==> config.mk <==
export PLATFORM = sky130hd
export DESIGN_NAME = uart_rx
export DESIGN_NICKNAME = d
export VERILOG_FILES = /design/src/rtl/uart_rx.sv
export SDC_FILE = /design/constraint.sdc
export NUM_CORES = 1
export LEC_CHECK = 0
export ABC_AREA = 1
export BUFFER_PORTS_ARGS = -buffer_cell sky130_fd_sc_hd__buf_4
export CORE_ASPECT_RATIO = 0.6
export CORE_UTILIZATION = 40
export CTS_BUF_LIST = sky130_fd_sc_hd__clkbuf_2 sky130_fd_sc_hd__clkbuf_4 sky130_fd_sc_hd__clkbuf_8
export CTS_CLUSTER_SIZE = 14
export DETAILED_ROUTE_END_ITERATION = 7
export PLACE_DENSITY = 0.66
export SYNTH_ARGS = -nofsm -noshare
export SYNTH_HDL_FRONTEND = slang
export SYNTH_SLANG_ARGS = --single-unit
==> constraint.sdc <==
create_clock -name i_clk -period 1.6 [get_ports i_clk]
set_input_delay 0.24 -clock i_clk [delete_from_list [all_inputs] [get_ports i_clk]]
set_output_delay 0.24 -clock i_clk [all_outputs]
set_load 0.1 [all_outputs]
==> src/rtl/uart_rx.sv <==
// 8N1 UART receiver: two-flop line synchroniser, falling-edge start detection,
// mid-bit sampling, framing-error detection and break (held-low line) handling.
module uart_rx #(
  parameter int CLKS_PER_BIT = 434,
  parameter int HALF_BIT     = 217
) (
  input  logic       i_clk,
  input  logic       i_rst,
  input  logic       i_rx,
  output logic [7:0] o_data,
  output logic       o_dv,
  output logic       o_frame_err,
  output logic       o_busy
);

  localparam logic [8:0] BIT_LAST  = 9'(CLKS_PER_BIT - 1);
  localparam logic [8:0] HALF_LAST = 9'(HALF_BIT - 1);

  typedef enum logic [2:0] {
    S_IDLE,
    S_START,
    S_DATA,
    S_STOP,
    S_BREAK
  } state_t;

  state_t     r_state;
  logic       r_rx_meta;
  logic       r_rx_s;
  logic       r_rx_d;
  logic [8:0] r_cnt;
  logic [2:0] r_bit_idx;
  logic [7:0] r_shift;
  logic [7:0] r_data;
  logic       r_dv;
  logic       r_frame_err;

  always_ff @(posedge i_clk) begin
    if (i_rst) begin
      r_state     <= S_IDLE;
      r_rx_meta   <= 1'b1;
      r_rx_s      <= 1'b1;
      r_rx_d      <= 1'b1;
      r_cnt       <= 9'd0;
      r_bit_idx   <= 3'd0;
      r_shift     <= 8'h00;
      r_data      <= 8'h00;
      r_dv        <= 1'b0;
      r_frame_err <= 1'b0;
    end else begin
      r_rx_meta   <= i_rx;
      r_rx_s      <= r_rx_meta;
      r_rx_d      <= r_rx_s;
      r_dv        <= 1'b0;
      r_frame_err <= 1'b0;

      case (r_state)
        S_IDLE: begin
          r_cnt <= 9'd0;
          if (r_rx_d && !r_rx_s) r_state <= S_START;
        end

        S_START: begin
          if (r_cnt == HALF_LAST) begin
            r_cnt     <= 9'd0;
            r_bit_idx <= 3'd0;
            // A line that is high again at mid-start was only a glitch.
            r_state   <= r_rx_s ? S_IDLE : S_DATA;
          end else begin
            r_cnt <= r_cnt + 9'd1;
          end
        end

        S_DATA: begin
          if (r_cnt == BIT_LAST) begin
            r_cnt   <= 9'd0;
            r_shift <= {r_rx_s, r_shift[7:1]};
            if (r_bit_idx == 3'd7) r_state <= S_STOP;
            else                   r_bit_idx <= r_bit_idx + 3'd1;
          end else begin
            r_cnt <= r_cnt + 9'd1;
          end
        end

        S_STOP: begin
          if (r_cnt == BIT_LAST) begin
            r_cnt <= 9'd0;
            if (r_rx_s) begin
              r_data  <= r_shift;
              r_dv    <= 1'b1;
              r_state <= S_IDLE;
            end else begin
              r_frame_err <= 1'b1;
              r_state     <= S_BREAK;
            end
          end else begin
            r_cnt <= r_cnt + 9'd1;
          end
        end

        S_BREAK: begin
          // Hold off until the line goes idle so a break is reported only once.
          r_cnt <= 9'd0;
          if (r_rx_s) r_state <= S_IDLE;
        end

        default: begin
          r_cnt   <= 9'd0;
          r_state <= S_IDLE;
        end
      endcase
    end
  end

  assign o_data      = r_data;
  assign o_dv        = r_dv;
  assign o_frame_err = r_frame_err;
  assign o_busy      = (r_state != S_IDLE);

endmodule

* Word-level counts from Yosys, hierarchy flattened
Index checks and enable logic that the tools add are counted.
Storage, ports and cells: input bits 3, bits in registers 36, output and inout bits 11, word-level logic and storage cells 57
Operators by class: reductions and logical operators 11, add/subtract/negate cells 2, bitwise gates (word level) 2, muxes and demuxes 18, equality and inequality tests 14
Operators by type and width (count):
- 3-bit two-way mux | 10
- 9-bit two-way mux | 2
- 9-bit one-hot mux with 2 select lines | 1
- 3-bit one-hot mux with 5 select lines | 1
- 2-bit inequality test, second input constant | 7
- 9-bit by 1-bit adder with 9-bit output, second input constant | 1
- 9-bit by 8-bit == test with 1-bit output, second input constant | 1
- 9-bit == test, second input constant | 1
- 3-bit by 2-bit == test with 1-bit output, second input constant | 2
- 3-bit == test, second input constant | 2
- 3-bit one-hot mux with 2 select lines | 1
- 6-bit AND reduction | 1
- 4-bit AND reduction | 1
- 3-bit by 1-bit adder with 3-bit output, second input constant | 1
- 3-bit by 1-bit == test with 1-bit output, second input constant | 1
- 3-bit zero test | 1
- 3-bit AND reduction | 1
- 3-bit nonzero test | 1
- 3-bit OR reduction | 1
- 1-bit two-way mux | 2
- 2-bit two-way mux | 1
- 1-bit NOT | 2
- 2-bit AND reduction | 1
- 2-bit nonzero test | 1
- 3 further kinds | 3

* Logic depth before layout (Yosys ltp)
Gate-level depths: netlist (run 1).
word-level depth 4, mapped depth 11, mapped depth without buffers 11

* Worst setup path after synthesis (run 1)
No wires, ideal clock.
kind register to register, start point register r_cnt[0], end point register r_cnt[0], setup slack 0.205 ns, library setup time 0.118 ns, buffers on the path 0, required time 1.482 ns, cell stages (with the launch flop) 11, data arrival time 1.277 ns, period minus slack after synthesis 1.395 ns, cell sequence dfxtp_1 ha_1 nand2_1 nor2_1 nand2_4 nand2_1 nand2_1 inv_2 nand2_2 nand2_4 nor2_1
On the way: word-level cells in the longest chain between the ends 3, elaborated cells on any way between the ends 6, classes of those cells add/sub: 1; eq/ne: 2; mux: 3
Ends and longest elaborated chain:
- start, declared | RTL line 31 | logic [8:0] r_cnt;
- start signal, assigned | RTL line 70 | r_cnt <= r_cnt + 9'd1;
- start signal, assigned | RTL line 81 | r_cnt <= r_cnt + 9'd1;
- start signal, assigned | RTL line 97 | r_cnt <= r_cnt + 9'd1;
- 9-bit by 1-bit adder with 9-bit output, or another cell as far along | RTL line 70, 81, 97
- 9-bit two-way mux (on tied branches) | RTL line 75, 86, 64
- 9-bit one-hot mux with 2 select lines (*) | RTL line 57 | case (r_state)
Every way passes the cells marked *; elsewhere a longest branch is shown, timed or not. A chain may end at the register's enable or synchronous reset.

* Final worst setup path (run 1)
start point register r_cnt[1], end point register r_cnt[3]
Same word-level chain as after synthesis.

==> results of run 1 <==
metal layers:
layer	up-vias	track usage, %	share of wire (%)
li1	686	-	-
met1	535	25.07	57
met4	0	6.780	0.84
met3	4	4.523	8.1
met2	34	16.80	34
met5	-	0	0
report_power, final:
| part | switching [W] | internal [W] |
|---|---|---|
| combinational | 0.000342 | 0.000139 |
| clock | 0.000325 | 0.000479 |
| sequential | 0.0000248 | 0.000925 |
synth_stat cells:
cell type / instances / area [sq um]
dfxtp_1: 36 / 720.7
inv_1: 27 / 101.4
nand2_1: 25 / 93.84
nor2_1: 25 / 93.84
a21oi_1: 21 / 105.1
nand3_1: 12 / 60.06
o21ai_0: 11 / 55.05
ha_1: 5 / 62.56
nand2_2: 5 / 31.28
nor2_4: 5 / 56.30
inv_2: 4 / 15.01
nor3_2: 4 / 40.04
nor3_1: 3 / 15.01
o21ai_1: 3 / 15.01
a21oi_2: 2 / 17.52
buf_6: 2 / 22.52
nand2_4: 2 / 22.52
o21ai_2: 2 / 17.52
or2_2: 2 / 12.51
xor2_1: 2 / 17.52
buf_1: 1 / 3.750
buf_2: 1 / 5.000
o21bai_1: 1 / 7.510
xnor2_1: 1 / 8.760
flip-flops by register name, indices dropped and copies added (netlist names):
signal and count:
r_rx_d 1, r_bit_idx 3, o_data 8, r_rx_s 1, o_frame_err 1, r_cnt 9
r_rx_meta 1, o_dv 1, r_shift 8, r_state 3
logic make-up (layout without fill, tap and decap cells):
kind of cell | after synthesis | count (layout) | share of synthesized area (%)
xor gates and xnor gates | 3 | 3 | 1.642
DFF | 36 | 36 | 45.04
AOI/OAI and AO/OA | 40 | 40 | 13.60
buffers and inverters | 35 | 59 | 9.225
and+or+nand+nor | 83 | 83 | 26.58
adders and majority gates | 5 | 5 | 3.909
final cells by class:
cell class	instances	area [sq um]	area share, %
clock buffer	6	76.32	4.000
clock inverter	2	35.03	1.836
inverter	31	118.9	6.230
multi-input combinational	131	734.5	38.49
sequential	36	721.9	37.84
tap	47	58.81	3.082
timing repair buffer	20	162.7	8.525
critical path, cell delays in order, from the launching register on:
cell     delay (ps)
dfxtp_1         330
inv_1            80
ha_1            130
nand2_1          60
nor2_2          120
nand2_4         100
nand2_1          70
nand2_1          80
inv_4           110
nand2_2          80
nand2_4         130
nor3_2           50
cell usage in the layout (no fill, tap or decap), types with 2 or more instances in the layout:
master    count
clkbuf_8      5
inv_1        27
or2_2         2
a21oi_1      21
o21ai_0      11
o21ai_1       3
buf_4        19
o21ai_2       2
nor3_1        3
nand3_1      12
nor3_2        4
nor2_4        5
nand2_1      25
nand2_4       2
inv_2         3
nor2_1       24
xor2_1        2
ha_1          5
dfxtp_1      35
nand2_2       5
a21oi_2       2
metrics by stage:
stage	setup WS, ps	hold slack [ps]	util (%)	instances	area [sq um]
final	157.6	127.7	50.97	273	1908
after global routing	1.411	118.5	50.97	273	1908
after CTS	34.38	122.3	50.00	269	1872
after detailed placement	49.14	403.6	47.03	261	1760
after global placement	95.66	397.0	47.03	261	1760
after floorplan	205.2	343.8	-	202	1600
final timing paths:
kind                                   to       from  depth (start not counted)  slack (ps)
worst min-delay path            r_rx_meta       i_rx                          2         130
worst min register to register     r_rx_s  r_rx_meta                          1         420
worst max-delay path             r_cnt[3]   r_cnt[1]                         11         160
worst max register to register   r_cnt[3]   r_cnt[1]                         11         160
repair_timing:
action / CTS / global route
resized for setup: 0 / 3
setup buffers: 0 / 4
endpoints found under the setup margin: 0 / 29
==> flow_summary.yaml, run 1 <==
outcome:
  status: "complete, no violations"
power_and_ir_drop:
  power_leakage_nw: 0.7825
  p_per_area_nw_per_um2: 1171
  p_total_w: 0.002235
  max-vdd-ir-drop_mv: 0.8521
critical_path:
  path_class: "reg -> reg"
  crit_required_ps: 1770
  critPathArrivalTime_ps: 1620
  cp_max_fo: 9
  start_kind: "register"
  crit_path_end_kind: "register"
yosys:
  synth_seq_area_share_pct: 45.04
  synth_cell_type_count: 24
  netlist_instances: 202
  syn_area_per_cell_sq_um: 7.922
  syn_area_sq_um: 1600
  syn-num-nets: 210
  ys_ff_latch: 36
  yosysWarnings: 0
cts:
  cts-htree-levels: 2
  cts.clk_slew.worst_paths_ps: 70
  cts_tree: "built"
  cts_buffer_depth: 2
  postCtsHoldBufs: 0
  insertion_delay_ps: 290
  root_buffer: "clkbuf_8"
  clock_sinks: 36
  cts_buffers: 5
timing:
  worst_pin_slew_ps: 466.5
  setup_tns_ps: 0
  finalSetupViolations: 0
  timing.final.hold_violations: 0
  rsz0062_at_grt: "no"
  fmax_mhz: 693.3
  maxSlewHeadroom_pct: 68.86
  period_share_pct: 90.15
  fin_crit_ps: 1442
  drv_slew: 0
  fin_worst_skew_ps: 7.170
detailed_routing:
  drt-vias-per-instance: 4.612
  ant_nets: 0
  dr.pass1.iters: 4
  drt-initial-drc-count: 111
  drc: 0
  routed_wl_mm: 2.990
  wl_per_cell_microns: 10.95
  vias: 1259
global_routing:
  grt_max_degree: 19
  gr-total-overflow: 0
  grt_pass1_vias: 1053
  grt_pass1_wl_mm: 4.974
  grt_usage_pct: 15.32
  antenna_found_initial: 0
final_layout:
  nNetsFinal: 233
  area_delta_synth_final_pct: 19.23
  drive_gt1_share_pct: 24.78
  fillerInstances: 349
  diodes: 0
floorplanning:
  io_pins: 14
  die_x_microns: 83.66
  dieHeight_microns: 51.00
  initial_core_util_pct: 42.75
  num_rows: 17
  die_area_sq_um: 4266
  core_sq_um: 3744
placement:
  hpwl_mm: 2.173
  portBuffers: 13
  place_congestion: 0.8268
hold_path:
  hp-class: "in -> reg"
flow_run:
  maxCapViolations: 0
No activity file was read; power rests on OpenSTA's default activity.
==> run 2: changes to the inputs <==
--- a/config.mk
+++ b/config.mk
@@ -9,7 +9,7 @@
 export BUFFER_PORTS_ARGS = -buffer_cell sky130_fd_sc_hd__buf_4
 export CORE_ASPECT_RATIO = 0.6
 export CORE_UTILIZATION = 40
-export CTS_BUF_LIST = sky130_fd_sc_hd__clkbuf_2 sky130_fd_sc_hd__clkbuf_4 sky130_fd_sc_hd__clkbuf_8
+export CTS_BUF_LIST = sky130_fd_sc_hd__clkbuf_16
 export CTS_CLUSTER_SIZE = 14
 export DETAILED_ROUTE_END_ITERATION = 7
 export PLACE_DENSITY = 0.66
==> run 2 against run 1 <==
Clock skew about the same. Sequential share of layout area fell by 1.1 points. Routed wire length up 1.7%. Power rose by 13%. Maximum frequency down 2.0%. Final area increased by 3.0%. Setup slack worse by 29 ps. Hold slack better by 15 ps. Clock power rose by 33%. Count of clock-buffer cells in the layout down 1.
==> flow_summary.yaml, run 2 (synthesized netlist as in run 1, its figures left out) <==
critical_path:
  reg2reg_depth: 11
  cp_max_fo: 9
  critPathArrivalTime_ps: 1640
  path_class: "reg -> reg"
  startpoint: "r_cnt[1]"
  crit_required_ps: 1770
  start_kind: "register"
  crit_path_end_kind: "register"
  critPathCapture: "r_cnt[6]"
  r2r_end: "r_cnt[6]"
  r2r-start: "r_cnt[1]"
  r2r_setup_slack_ps: 130
global_routing:
  grt_max_degree: 19
  grt_usage_pct: 15.75
  grt_pass1_vias: 1073
  antenna_found_initial: 0
  gr-total-overflow: 0
  grt_pass1_wl_mm: 5.085
placement:
  portBuffers: 13
  place_congestion: 0.8268
  dp_slack_ps: 49.14
  place_area_sq_um: 1760
  hpwl_mm: 2.173
timing:
  fin_crit_ps: 1471
  fmax_mhz: 679.7
  period_share_pct: 91.95
  timing.final.hold_violations: 0
  maxSlewHeadroom_pct: 65.14
  drv_slew: 0
  worst_pin_slew_ps: 522.3
  finalSetupViolations: 0
  worst_slack_ps: 128.8
  fin_worst_skew_ps: 7.302
detailed_routing:
  wl_per_cell_microns: 11.14
  vias: 1278
  drt-initial-drc-count: 89
  dr.pass1.iters: 4
  ant_nets: 0
  drc: 0
  routed_wl_mm: 3.042
  drt-vias-per-instance: 4.681
cts:
  root_buffer: "clkbuf_16"
  cts_buffers: 5
  cts_tree: "built"
  cts-htree-levels: 2
  cts_buffer_depth: 2
  insertion_delay_ps: 280
  clock_sinks: 36
  cts.clk_slew.worst_paths_ps: 50
final_layout:
  nNetsFinal: 233
  drive_gt1_share_pct: 24.78
  fin_area_sq_um: 1964
  area_delta_synth_final_pct: 22.75
  fillerInstances: 353
  largest_register_ffs: 9
  top_register: "r_cnt"
  diodes: 0
  mostFrequentLayoutCell: "dfxtp_1"
  final_cell_mix: "dfxtp_1 (35), inv_1 (28), nand2_1 (25), nor2_1 (24), a21oi_1 (20)"
floorplanning:
  core_sq_um: 3744
  die_x_microns: 83.66
  io_pins: 14
  die_area_sq_um: 4266
  initial_core_util_pct: 42.75
  num_rows: 17
  dieHeight_microns: 51.00
power_and_ir_drop:
  seqPwrFrac_pct: 37.8
  comb_power_share_pct: 19.6
  p_total_w: 0.002520
  p_sw_share_pct: 28.85
  switching_power_w: 0.0007270
  max-vdd-ir-drop_mv: 0.9716
  p_int_w: 0.001793
  p_per_area_nw_per_um2: 1283
  power_leakage_nw: 0.8089
  clock_power_share_pct: 42.6
outcome:
  status: "complete, no violations"
hold_path:
  hp-class: "in -> reg"
flow_run:
  maxCapViolations: 0
run 2: cell type report:
type	instances	area (sq um)	area share [%]
inverter	31	118.9	6.051
sequential	36	721.9	36.75
timing repair buffer	20	162.7	8.280
clock buffer	5	125.1	6.369
tap	47	58.81	2.994
multi-input combinational	131	738.2	37.58
clock inverter	3	38.79	1.975
run 2: per-layer routing:
metal	share of wire [%]	vias to the layer above	GRT usage [%]	wire length, microns
met3	8.5	5	5.008	258
met5	0	-	0	0
met2	35	32	17.48	1068
met1	55	548	25.47	1674
li1	-	693	-	-
met4	1.3	0	6.780	41
run 2: worst min path at each step:
stage,to,cells past startpoint,from
4_1_cts,r_rx_meta,2,i_rx
2_1_floorplan,r_rx_meta,1,i_rx
3_5_place_dp,r_rx_s,1,r_rx_meta
5_1_grt,r_rx_meta,2,i_rx
3_3_place_gp,r_rx_s,1,r_rx_meta
6_report,r_rx_meta,2,i_rx
run 2: power by group through the flow:
stage | Clock, W | Sequential, W | Combinational (W)
2_1_floorplan | 0 | 0.000962 | 0.000380
3_3_place_gp | 0 | 0.000968 | 0.000471
3_5_place_dp | 0 | 0.000968 | 0.000470
4_1_cts | 0.00109 | 0.000950 | 0.000475
5_1_grt | 0.00114 | 0.000956 | 0.000543
6_report | 0.00107 | 0.000952 | 0.000494
run 2: stage by stage:
step	hold WS, ps	util, %	TNS (ps)	instances
floorplan	343.8	-	0	202
global placement	397.0	47.03	0	261
detailed placement	403.6	47.03	0	261
CTS	136.9	51.40	0	269
global route	136.9	52.47	-41.84	273
finish	142.7	52.47	0	273
run 2: repair_timing:
action	4_1_cts	5_1_grt
hold endpoints to repair	0	0
endpoints found under the setup margin	0	29
hold buffers	0	0
buffers inserted	0	4
resized for setup	0	4
run 2: worst max-delay path, cell delays in order, from the launching register on:
cell and delay [ps]:
dfxtp_1 330, inv_1 80, ha_1 130, nand2_1 60, nor2_2 150, nand2_4 100, nand2_1 70, nand2_1 80
inv_4 110, nand2_2 80, nand2_4 130, nor2_1 50
